[src/rtl/rpn_ctrl_if.sv]
// rpn_ctrl_if: token handshake, downstream stack request bus and result/status
// signals of the RPN controller, bundled for port connection.
// slave  = the controller's view, master = the environment (token source + stack).
interface rpn_ctrl_if #(
    parameter int WORD_BITS = 4
);
    logic                 tok_valid;
    logic                 tok_ready;
    logic                 tok_is_op;
    logic [WORD_BITS-1:0] tok_data;
    logic                 stk_push;
    logic                 stk_pop;
    logic [WORD_BITS-1:0] stk_push_data;
    logic [WORD_BITS-1:0] stk_pop_data;
    logic [WORD_BITS-1:0] result;
    logic                 result_valid;
    logic                 err;

    modport master (
        output tok_valid, tok_is_op, tok_data, stk_pop_data,
        input  tok_ready, stk_push, stk_pop, stk_push_data, result, result_valid, err
    );

    modport slave (
        input  tok_valid, tok_is_op, tok_data, stk_pop_data,
        output tok_ready, stk_push, stk_pop, stk_push_data, result, result_valid, err
    );
endinterface

[src/rtl/rpn_ctrl.sv]
// rpn_ctrl: RPN evaluation controller driving an external stack.
// Operands are pushed; operators pop b then a, push (a op b) and publish the result.
// Occupancy is tracked only by an internal depth counter; underflow/overflow
// parks the FSM in a sticky ERR state until reset.
// Optional feature: define RPN_SAT_EN to saturate ADD/SUB instead of wrapping.
module rpn_ctrl #(
    parameter int ADDRESS_BITS = 2,
    parameter int WORD_BITS    = 4
) (
    input  logic       clk,
    input  logic       rst,
    rpn_ctrl_if.slave  bus
);
    localparam int DW = ADDRESS_BITS + 1;
    localparam logic [DW-1:0] DEPTH_MAX = DW'(2 ** ADDRESS_BITS);
    localparam logic [DW-1:0] DEPTH_TWO = DW'(2);

    typedef enum logic [2:0] {
        IDLE, PUSH, POP_B, POP_A, WAIT_A, EXEC, ERR
    } state_t;

    state_t               r_state;
    state_t               w_state_next;
    logic [DW-1:0]        r_depth;
    logic [WORD_BITS-1:0] r_operand;
    logic [1:0]           r_op;
    logic [WORD_BITS-1:0] r_a;
    logic [WORD_BITS-1:0] r_b;
    logic [WORD_BITS-1:0] r_result;
    logic                 r_result_valid;

    logic                 w_accept;
    logic                 w_tok_ready;
    logic                 w_stk_push;
    logic                 w_stk_pop;
    logic [WORD_BITS-1:0] w_stk_push_data;
    logic [WORD_BITS-1:0] w_add;
    logic [WORD_BITS-1:0] w_sub;
    logic [WORD_BITS-1:0] w_alu;

    assign w_accept = bus.tok_valid & w_tok_ready;

`ifdef RPN_SAT_EN
    logic [WORD_BITS:0] w_sum;
    logic [WORD_BITS:0] w_diff;
    assign w_sum  = {1'b0, r_a} + {1'b0, r_b};
    assign w_diff = {1'b0, r_a} - {1'b0, r_b};
    // carry-out clamps to all ones, borrow clamps to zero
    assign w_add  = w_sum[WORD_BITS]  ? '1 : w_sum[WORD_BITS-1:0];
    assign w_sub  = w_diff[WORD_BITS] ? '0 : w_diff[WORD_BITS-1:0];
`else
    assign w_add  = r_a + r_b;
    assign w_sub  = r_a - r_b;
`endif

    // operator result; a is the deeper entry, so SUB is a - b
    always_comb begin
        w_alu = w_add;
        case (r_op)
            2'd0:    w_alu = w_add;
            2'd1:    w_alu = w_sub;
            2'd2:    w_alu = r_a & r_b;
            default: w_alu = r_a | r_b;
        endcase
    end

    // state register
    always_ff @(posedge clk) begin
        if (rst) r_state <= IDLE;
        else     r_state <= w_state_next;
    end

    // next-state decode and state-driven stack requests
    always_comb begin
        w_state_next    = r_state;
        w_tok_ready     = 1'b0;
        w_stk_push      = 1'b0;
        w_stk_pop       = 1'b0;
        w_stk_push_data = '0;
        case (r_state)
            IDLE: begin
                w_tok_ready = 1'b1;
                if (bus.tok_valid) begin
                    if (bus.tok_is_op)
                        w_state_next = (r_depth < DEPTH_TWO) ? ERR : POP_B;
                    else
                        w_state_next = (r_depth == DEPTH_MAX) ? ERR : PUSH;
                end
            end
            PUSH: begin
                w_stk_push      = 1'b1;
                w_stk_push_data = r_operand;
                w_state_next    = IDLE;
            end
            POP_B: begin
                w_stk_pop    = 1'b1;
                w_state_next = POP_A;
            end
            POP_A: begin
                w_stk_pop    = 1'b1;
                w_state_next = WAIT_A;
            end
            WAIT_A: w_state_next = EXEC;
            EXEC: begin
                w_stk_push      = 1'b1;
                w_stk_push_data = w_alu;
                w_state_next    = IDLE;
            end
            ERR:     w_state_next = ERR;
            default: w_state_next = IDLE;
        endcase
    end

    // token latch, operand capture from the stack, depth and result bookkeeping
    always_ff @(posedge clk) begin
        if (rst) begin
            r_depth        <= '0;
            r_operand      <= '0;
            r_op           <= '0;
            r_a            <= '0;
            r_b            <= '0;
            r_result       <= '0;
            r_result_valid <= 1'b0;
        end else begin
            r_result_valid <= 1'b0;
            if (w_accept) begin
                r_operand <= bus.tok_data;
                r_op      <= bus.tok_data[1:0];
            end
            // popped data shows up one cycle after each pop request
            if (r_state == POP_A)  r_b <= bus.stk_pop_data;
            if (r_state == WAIT_A) r_a <= bus.stk_pop_data;
            if (r_state == PUSH)   r_depth <= r_depth + DW'(1);
            if (r_state == EXEC) begin
                r_depth        <= r_depth - DW'(1);
                r_result       <= w_alu;
                r_result_valid <= 1'b1;
            end
        end
    end

    assign bus.tok_ready     = w_tok_ready;
    assign bus.stk_push      = w_stk_push;
    assign bus.stk_pop       = w_stk_pop;
    assign bus.stk_push_data = w_stk_push_data;
    assign bus.result        = r_result;
    assign bus.result_valid  = r_result_valid;
    assign bus.err           = (r_state == ERR);
endmodule

[src/flat_wrapper.sv]
// flat-port wrapper written by rule: the top's interface ports become plain ports
module rpn_ctrl_flat 
#(
    parameter int ADDRESS_BITS = 2,
    parameter int WORD_BITS    = 4
)
  (clk, rst, bus_tok_valid, bus_tok_is_op, bus_tok_data, bus_stk_pop_data, bus_tok_ready, bus_stk_push, bus_stk_pop, bus_stk_push_data, bus_result, bus_result_valid, bus_err);
  rpn_ctrl_if #(.WORD_BITS(WORD_BITS)) bus_i ();
  input  logic clk;
  input  logic rst;
  input wire logic [$bits(bus_i.tok_valid)-1:0] bus_tok_valid;
  input wire logic [$bits(bus_i.tok_is_op)-1:0] bus_tok_is_op;
  input wire logic [$bits(bus_i.tok_data)-1:0] bus_tok_data;
  input wire logic [$bits(bus_i.stk_pop_data)-1:0] bus_stk_pop_data;
  output wire logic [$bits(bus_i.tok_ready)-1:0] bus_tok_ready;
  output wire logic [$bits(bus_i.stk_push)-1:0] bus_stk_push;
  output wire logic [$bits(bus_i.stk_pop)-1:0] bus_stk_pop;
  output wire logic [$bits(bus_i.stk_push_data)-1:0] bus_stk_push_data;
  output wire logic [$bits(bus_i.result)-1:0] bus_result;
  output wire logic [$bits(bus_i.result_valid)-1:0] bus_result_valid;
  output wire logic [$bits(bus_i.err)-1:0] bus_err;
  assign bus_i.tok_valid = bus_tok_valid;
  assign bus_i.tok_is_op = bus_tok_is_op;
  assign bus_i.tok_data = bus_tok_data;
  assign bus_i.stk_pop_data = bus_stk_pop_data;
  assign bus_tok_ready = bus_i.tok_ready;
  assign bus_stk_push = bus_i.stk_push;
  assign bus_stk_pop = bus_i.stk_pop;
  assign bus_stk_push_data = bus_i.stk_push_data;
  assign bus_result = bus_i.result;
  assign bus_result_valid = bus_i.result_valid;
  assign bus_err = bus_i.err;
  rpn_ctrl #(.ADDRESS_BITS(ADDRESS_BITS), .WORD_BITS(WORD_BITS)) u_core (.clk(clk), .rst(rst), .bus(bus_i));
endmodule
[config.mk]
export PLATFORM = sky130hd
export DESIGN_NAME = rpn_ctrl_flat
export DESIGN_NICKNAME = d
export VERILOG_FILES = /design/src/rtl/rpn_ctrl_if.sv /design/src/rtl/rpn_ctrl.sv /design/src/flat_wrapper.sv
export SDC_FILE = /design/constraint.sdc
export NUM_CORES = 1
export LEC_CHECK = 0
export CAP_MARGIN = 30
export CORE_MARGIN = 4
export CORE_UTILIZATION = 51
export DETAILED_ROUTE_END_ITERATION = 7
export PLACE_DENSITY = 0.78
export SYNTH_ARGS = -nofsm -noshare
export SYNTH_HDL_FRONTEND = slang
export SYNTH_SLANG_ARGS = --single-unit
export TNS_END_PERCENT = 1
[constraint.sdc]
create_clock -name clk -period 2.55 [get_ports clk]
set_input_delay 0.255 -clock clk [delete_from_list [all_inputs] [get_ports clk]]
set_output_delay 0.255 -clock clk [all_outputs]
set_load 0.05 [all_outputs]
==> results of run 1 <==
## kinds of logic after synthesis
| family | count (synthesis) | share of synthesized area |
|---|---|---|
| simple gates | 60 | 0.206 |
| compound gates | 38 | 0.179 |
| buf+inv | 23 | 0.0684 |
| flops | 23 | 0.345 |
| mux | 10 | 0.0759 |
| fa+ha+maj | 8 | 0.0862 |
| xor+xnor | 6 | 0.0394 |
## cell type report
class	count	area [um2]	area share
Clock buffer	4	26.3	0.0145
Inverter	13	48.8	0.0270
Multi-Input combinational cell	122	850	0.470
Sequential cell	23	464	0.257
Tap cell	30	37.5	0.0208
Timing Repair Buffer	39	380	0.211
## placed cells by master (no fill, tap or decap), types with 5 or more instances in the layout
cell type,n
a211oi_1,5
a21oi_1,9
buf_4,16
clkdlybuf4s50_1,20
dfxtp_1,20
ha_1,5
inv_1,11
mux2i_1,9
nand2_1,12
nand3_1,6
nor2_1,28
o21ai_0,6
xnor2_1,5
## through the flow
stage / util / total power [mW]
3_3_place_gp: 0.687 / 0.779
6_report: 0.729 / 0.977
5_1_grt: 0.729 / 1.04
3_5_place_dp: 0.687 / 0.787
4_1_cts: 0.729 / 0.974
2_1_floorplan: - / 0.663
## worst register-to-register path, delay by kind of cell (launching register included)
family | cells | cell delay (ns)
xor gates and xnor gates | 2 | 0.27
muxes | 1 | 0.18
DFF | 1 | 0.36
buffers and inverters | 2 | 0.20
adders and majority gates | 2 | 0.44
AOI/OAI and AO/OA | 5 | 0.72
## what timing repair did
| action | in CTS | in global routing |
|---|---|---|
| endpoints found under the setup margin | 3 | 3 |
| hold buffers | 0 | 0 |
| pin swaps | 12 | 0 |
| gates resized for setup | 18 | 0 |
| endpoints found under the hold margin | 0 | 0 |
| buffers inserted | 3 | 0 |
## power breakdown
part           switching (mW)  internal (mW)
logic                   0.222          0.167
registers              0.0337          0.388
clock network           0.105         0.0611
## metal layers
metal / share of wire / GRT usage / wire length [um] / vias up
met5: 0 / 0 / 0 / -
met4: 0.030 / 0.110 / 100 / 0
met3: 0.032 / 0.0436 / 107 / 12
met2: 0.53 / 0.390 / 1790 / 33
met1: 0.40 / 0.248 / 1350 / 594
li1: - / - / - / 638
## worst max path at each step
stage	to	cells after the start
2_1_floorplan	bus_stk_push_data[3]	11
3_3_place_gp	bus_stk_push_data[3]	12
3_5_place_dp	bus_stk_push_data[3]	12
4_1_cts	bus_stk_push_data[3]	12
5_1_grt	bus_stk_push_data[3]	12
6_report	bus_stk_push_data[3]	12
## flip-flops by register name (all words and copies together), names as in the netlist
signal,flops
u_core.bus.result,4
u_core.r_a,4
u_core.r_b,4
u_core.r_depth,3
u_core.r_operand,3
u_core.r_state,3
u_core.bus.result_valid,1
u_core.r_op,1
==> metrics.cfg, run 1 <==
[min_path]
min-delay-start = u_core.bus.result[0]
min_to = u_core.bus.result[0]
hold_depth = 2
hold_class = reg -> reg

[floorplanning]
initial_core_util = 0.539
die_x_um = 59.2
core_um2 = 2480
fp.dieH_um = 59.2
dieArea_um2 = 3500
io_pins = 25
core.rowCount = 18

[job]
maxCapViolCount = 0

[setup_path]
cp_top_family = compound AO/OA/AOI/OAI gates
cp-end-kind = output port
r2r-end = u_core.bus.result[3]
critPathKind = reg -> out
startpoint = u_core.r_b[0]
worstPathCellList = inv_2 -> ha_4 -> a21oi_2 -> xnor2_1 -> ha_1 -> a21oi_2 -> o21ai_4 -> xnor2_1 -> mux2i_1 -> o21ai_2 -> a21oi_2 -> buf_12
reg2reg_depth = 12
critPathMostFrequentCell = a21oi_2
regToRegSetupSlack_ns = 0.30
required_ns = 2.30
cpMaxStageDelayCell = dfxtp_2
r2r-start = u_core.r_b[0]
startpoint_type = flip-flop
crit_path_max_fanout = 4
crit_arrival_ns = 2.50
max_stage_delay_ns = 0.36
cp_num_buf_inv = 2

[placed_design]
hpwl_mm = 2.44
place_congestion = 0.823
io_buffers = 24
dp.cells = 224
placed_cell_area_um2 = 1700
place_worst_setup_slack_ns = 0.00562

[sta]
timing.setup.tns_ns = -0.239
tightest_slew_ns = 0.502
period_minus_slack_ns = 2.75
setup_violations = 2
skew_ns = 0.00504
hold_ws_ns = 0.471
fin_ws_ns = -0.202
slew_headroom = 0.664
fmax_mhz = 363
min_period_over_period = 1.08
slew_viol_final = 0
hold_viol_final = 0
rsz0062_at_grt = yes

[grt]
grtUsageTotal = 0.220
grt_pass1_vias = 1365
antenna_found_initial = 0
grt-ovfl-total = 0
grt_first_pass_wirelength_mm = 5.88
grt_max_degree = 14

[yosys]
ys_ff_latch = 23
synth_top_flop_cell = dfxtp_1
yosys.area.top_type_share = 0.345
synth.area.top_cells = dfxtp_1 34%, nor2_1 7.9%, mux2i_1 6.7%, ha_1 5.6%, a21oi_1 4.5%
yosys.area.top_type = dfxtp_1
synth_fp_nets = 188
ys_warn_count = 0
seq_area_frac_synth = 0.345
post-synth-top-count-cell = nor2_1
synth_edf_count = 0
syn_avg_cell_area_um2 = 7.95
netlist_area_um2 = 1340
async_flop_share = 0
synth_commonest_cells = 28 x nor2_1, 23 x dfxtp_1, 13 x inv_1, 13 x nand2_1, 12 x a21oi_1
yosysUniqueCellTypes = 35
synthCells = 168

[finish]
syn_to_final_growth_pct = 35.3
diodes = 0
nFillCells = 190
drive_gt1_frac = 0.229
final_cell_area_um2 = 1810
fin_nets = 222
final_cells = 231

[clock_network]
clk_pin_slew_ns = 0.12
cts-root-buf = clkbuf_4
clock_latency_ns = 0.31
numCtsBuffers = 3
cts_buffer_depth = 2
clock-sinks = 23
tritoncts = done
htreeDepth = 1

[power]
leakage_nw = 0.657
power.density_nw_per_um2 = 541
vdd_drop_max_mv = 0.420

[route]
via_per_inst = 5.53
drtIter0Drc = 68
first_pass_iters = 4
drc_errors = 0
detail-route-antenna-nets = 0
wl_per_cell_um = 14.5
wirelength_mm = 3.35
vias = 1277

[outcome]
violations = negative setup slack
status = finished, violations left

No activity file was read; power rests on OpenSTA's default activity.
==> run 2, diff against run 1 <==
--- a/config.mk
+++ b/config.mk
@@ -6,7 +6,6 @@
 export NUM_CORES = 1
 export LEC_CHECK = 0
 export CAP_MARGIN = 30
-export CORE_MARGIN = 4
 export CORE_UTILIZATION = 51
 export DETAILED_ROUTE_END_ITERATION = 7
 export PLACE_DENSITY = 0.78
==> run 2 against run 1 <==
The run still ends with negative setup slack left. Maximum frequency is 3.0% higher. Design area is 1.7% lower. Combinational power fell by 5.7%. Sequential cell count stayed put. Critical path type unchanged. Largest cell class unchanged. Highest routed layer unchanged.
==> metrics.cfg, run 2 (synthesized netlist as in run 1, its figures left out) <==
[setup_path]
cpMaxStageDelayCell = dfxtp_2
r2r-start = u_core.r_b[0]
cp_top_family = adder cells
crit_path_max_fanout = 4  ; unchanged
regToRegSetupSlack_ns = 0.35  ; +0.05 ns
cp_num_buf_inv = 3  ; +1
crit_arrival_ns = 2.42  ; -0.08 ns
max_stage_delay_ns = 0.35  ; about the same
worstPathCellList = inv_2 -> ha_4 -> nand2_2 -> o21ai_2 -> inv_1 -> ha_1 -> nand2_2 -> o21ai_4 -> mux2i_1 -> mux2i_1 -> o21ai_2 -> a21oi_2 -> buf_6
cp-end-kind = output port
r2r-end = u_core.bus.result[3]
startpoint_type = flip-flop
reg2reg_depth = 12  ; unchanged
critPathKind = reg -> out
required_ns = 2.30  ; about the same

[outcome]
status = finished, violations left
violations = negative setup slack

[clock_network]
numCtsBuffers = 3  ; unchanged
htreeDepth = 1  ; unchanged
clk_pin_slew_ns = 0.11  ; about the same
cts_buffer_depth = 2  ; unchanged
cts-root-buf = clkbuf_4
clock-sinks = 23  ; unchanged
tritoncts = done
clock_latency_ns = 0.30  ; about the same

[route]
first_pass_iters = 4  ; unchanged
vias = 1226  ; -4.0%
wl_per_cell_um = 12.9  ; -11%
drtIter0Drc = 19  ; -72%
detail-route-antenna-nets = 0  ; unchanged
drc_errors = 0  ; unchanged
via_per_inst = 5.38  ; -2.7%
wirelength_mm = 2.94  ; -12%

[floorplanning]
fp.dieH_um = 53.2  ; -10%
io_pins = 25  ; unchanged
core.rowCount = 18  ; unchanged
dieArea_um2 = 2830  ; -19%
initial_core_util = 0.539  ; unchanged
die_x_um = 53.2  ; -10%
core_um2 = 2480  ; unchanged

[finish]
mostFrequentLayoutCell = nor2_1
fin_nets = 219  ; -1.4%
postLayoutCoreUtil = 0.717  ; -0.0121
diodes = 0  ; unchanged
drive_gt1_frac = 0.217  ; -0.0117
layout_common_cells = 28 x nor2_1, 20 x clkdlybuf4s50_1, 20 x dfxtp_1
syn_to_final_growth_pct = 33.1

[power]
leakage_nw = 0.641  ; -2.3%
power_uw = 955  ; -2.2%
vdd_drop_max_mv = 0.465  ; +11%
power.density_nw_per_um2 = 538  ; -0.54%

[sta]
min_period_over_period = 1.05  ; -0.0314
setup_violations = 2  ; unchanged
slew_headroom = 0.628  ; -0.0363
fin_ws_ns = -0.122  ; +0.0800 ns
timing.setup.tns_ns = -0.142  ; +0.0971 ns
skew_ns = 0.0134  ; +0.00832 ns
fmax_mhz = 374  ; +3.0%
rsz0062_at_grt = yes
hold_viol_final = 0  ; unchanged
tightest_slew_ns = 0.557  ; +0.0552 ns
hold_ws_ns = 0.460  ; -0.0106 ns
period_minus_slack_ns = 2.67  ; -0.0800 ns
slew_viol_final = 0  ; unchanged

[grt]
grt_first_pass_wirelength_mm = 4.93  ; -16%
grtUsageTotal = 0.235  ; +0.0154
grt_pass1_vias = 1155  ; -15%
grt_max_degree = 15  ; +1
antenna_found_initial = 0  ; unchanged
grt-ovfl-total = 0  ; unchanged

[min_path]
hold_depth = 2  ; unchanged
min-delay-start = u_core.bus.result[0]
min_to = u_core.bus.result[0]
hold_class = reg -> reg

[placed_design]
hpwl_mm = 2.23  ; -8.5%
io_buffers = 24  ; unchanged
place_congestion = 0.817  ; -0.69%

[job]
maxCapViolCount = 0  ; unchanged

## run 2: cell types whose count changed in the layout (fill, tap and decap cells not counted), sizes merged
cell  delta
buf      -3
## run 2: per-stage QoR
stage / instance area (um2) / instances / worst slack (ns)
after floorplan: 1350 / 168 / -0.0411
after global placement: 1670 / 221 / 0.0926
after detailed placement: 1670 / 221 / -0.00246
after CTS: 1750 / 228 / -0.135
after global routing: 1780 / 228 / -0.270
final: 1780 / 228 / -0.122
## run 2: repair_timing
action,CTS,global route
hold buffers,0,0
pin swaps,8,4
cloned,0,0
endpoints found under the hold margin,0,0
endpoints found under the setup margin,3,3
gates resized for setup,14,6
setup buffers,3,0
## run 2: power breakdown
group	internal [mW]	total [mW]	switching (mW)
sequential	0.388	0.424	0.0357
clock	0.0609	0.165	0.104
combinational	0.155	0.367	0.211
## run 2: routing by layer
metal	share of wire	GRT usage
met5	0	0
met3	0.018	0.0287
met4	0.0088	0.0614
met1	0.46	0.296
met2	0.51	0.418
## run 2: area by class of cell
cell class,instances,area (um2)
flip-flops and latches,23,464
inverters,13,48.8
multi-input cells,122,851
fillers,205,701
repair buffers,36,349
clock buffers,4,26.3
well taps,30,37.5
## run 2: how the worst max path moves through the flow
| stage | startpoint | end | slack [ns] | depth (start not counted) |
|---|---|---|---|---|
| floorplan | u_core.r_b[0] | bus_stk_push_data[3] | -0.04 | 11 |
| global placement | u_core.r_b[0] | bus_stk_push_data[3] | 0.09 | 13 |
| detailed placement | u_core.r_b[0] | bus_stk_push_data[3] | -0.002 | 13 |
| CTS | u_core.r_b[0] | bus_stk_push_data[3] | -0.13 | 13 |
| global route | u_core.r_b[0] | bus_stk_push_data[3] | -0.27 | 12 |
| finish | u_core.r_b[0] | bus_stk_push_data[3] | -0.12 | 13 |
## run 2: worst reg2reg max path, stage by stage (launching register included)
cell	delay, ns
dfxtp_2	0.35
inv_2	0.05
ha_4	0.16
a21oi_4	0.11
xnor2_1	0.08
ha_1	0.35
a21oi_2	0.20
o21ai_4	0.10
xnor2_1	0.13
mux2i_1	0.17
o21ai_2	0.10
buf_4	0.15
a211oi_2	0.19
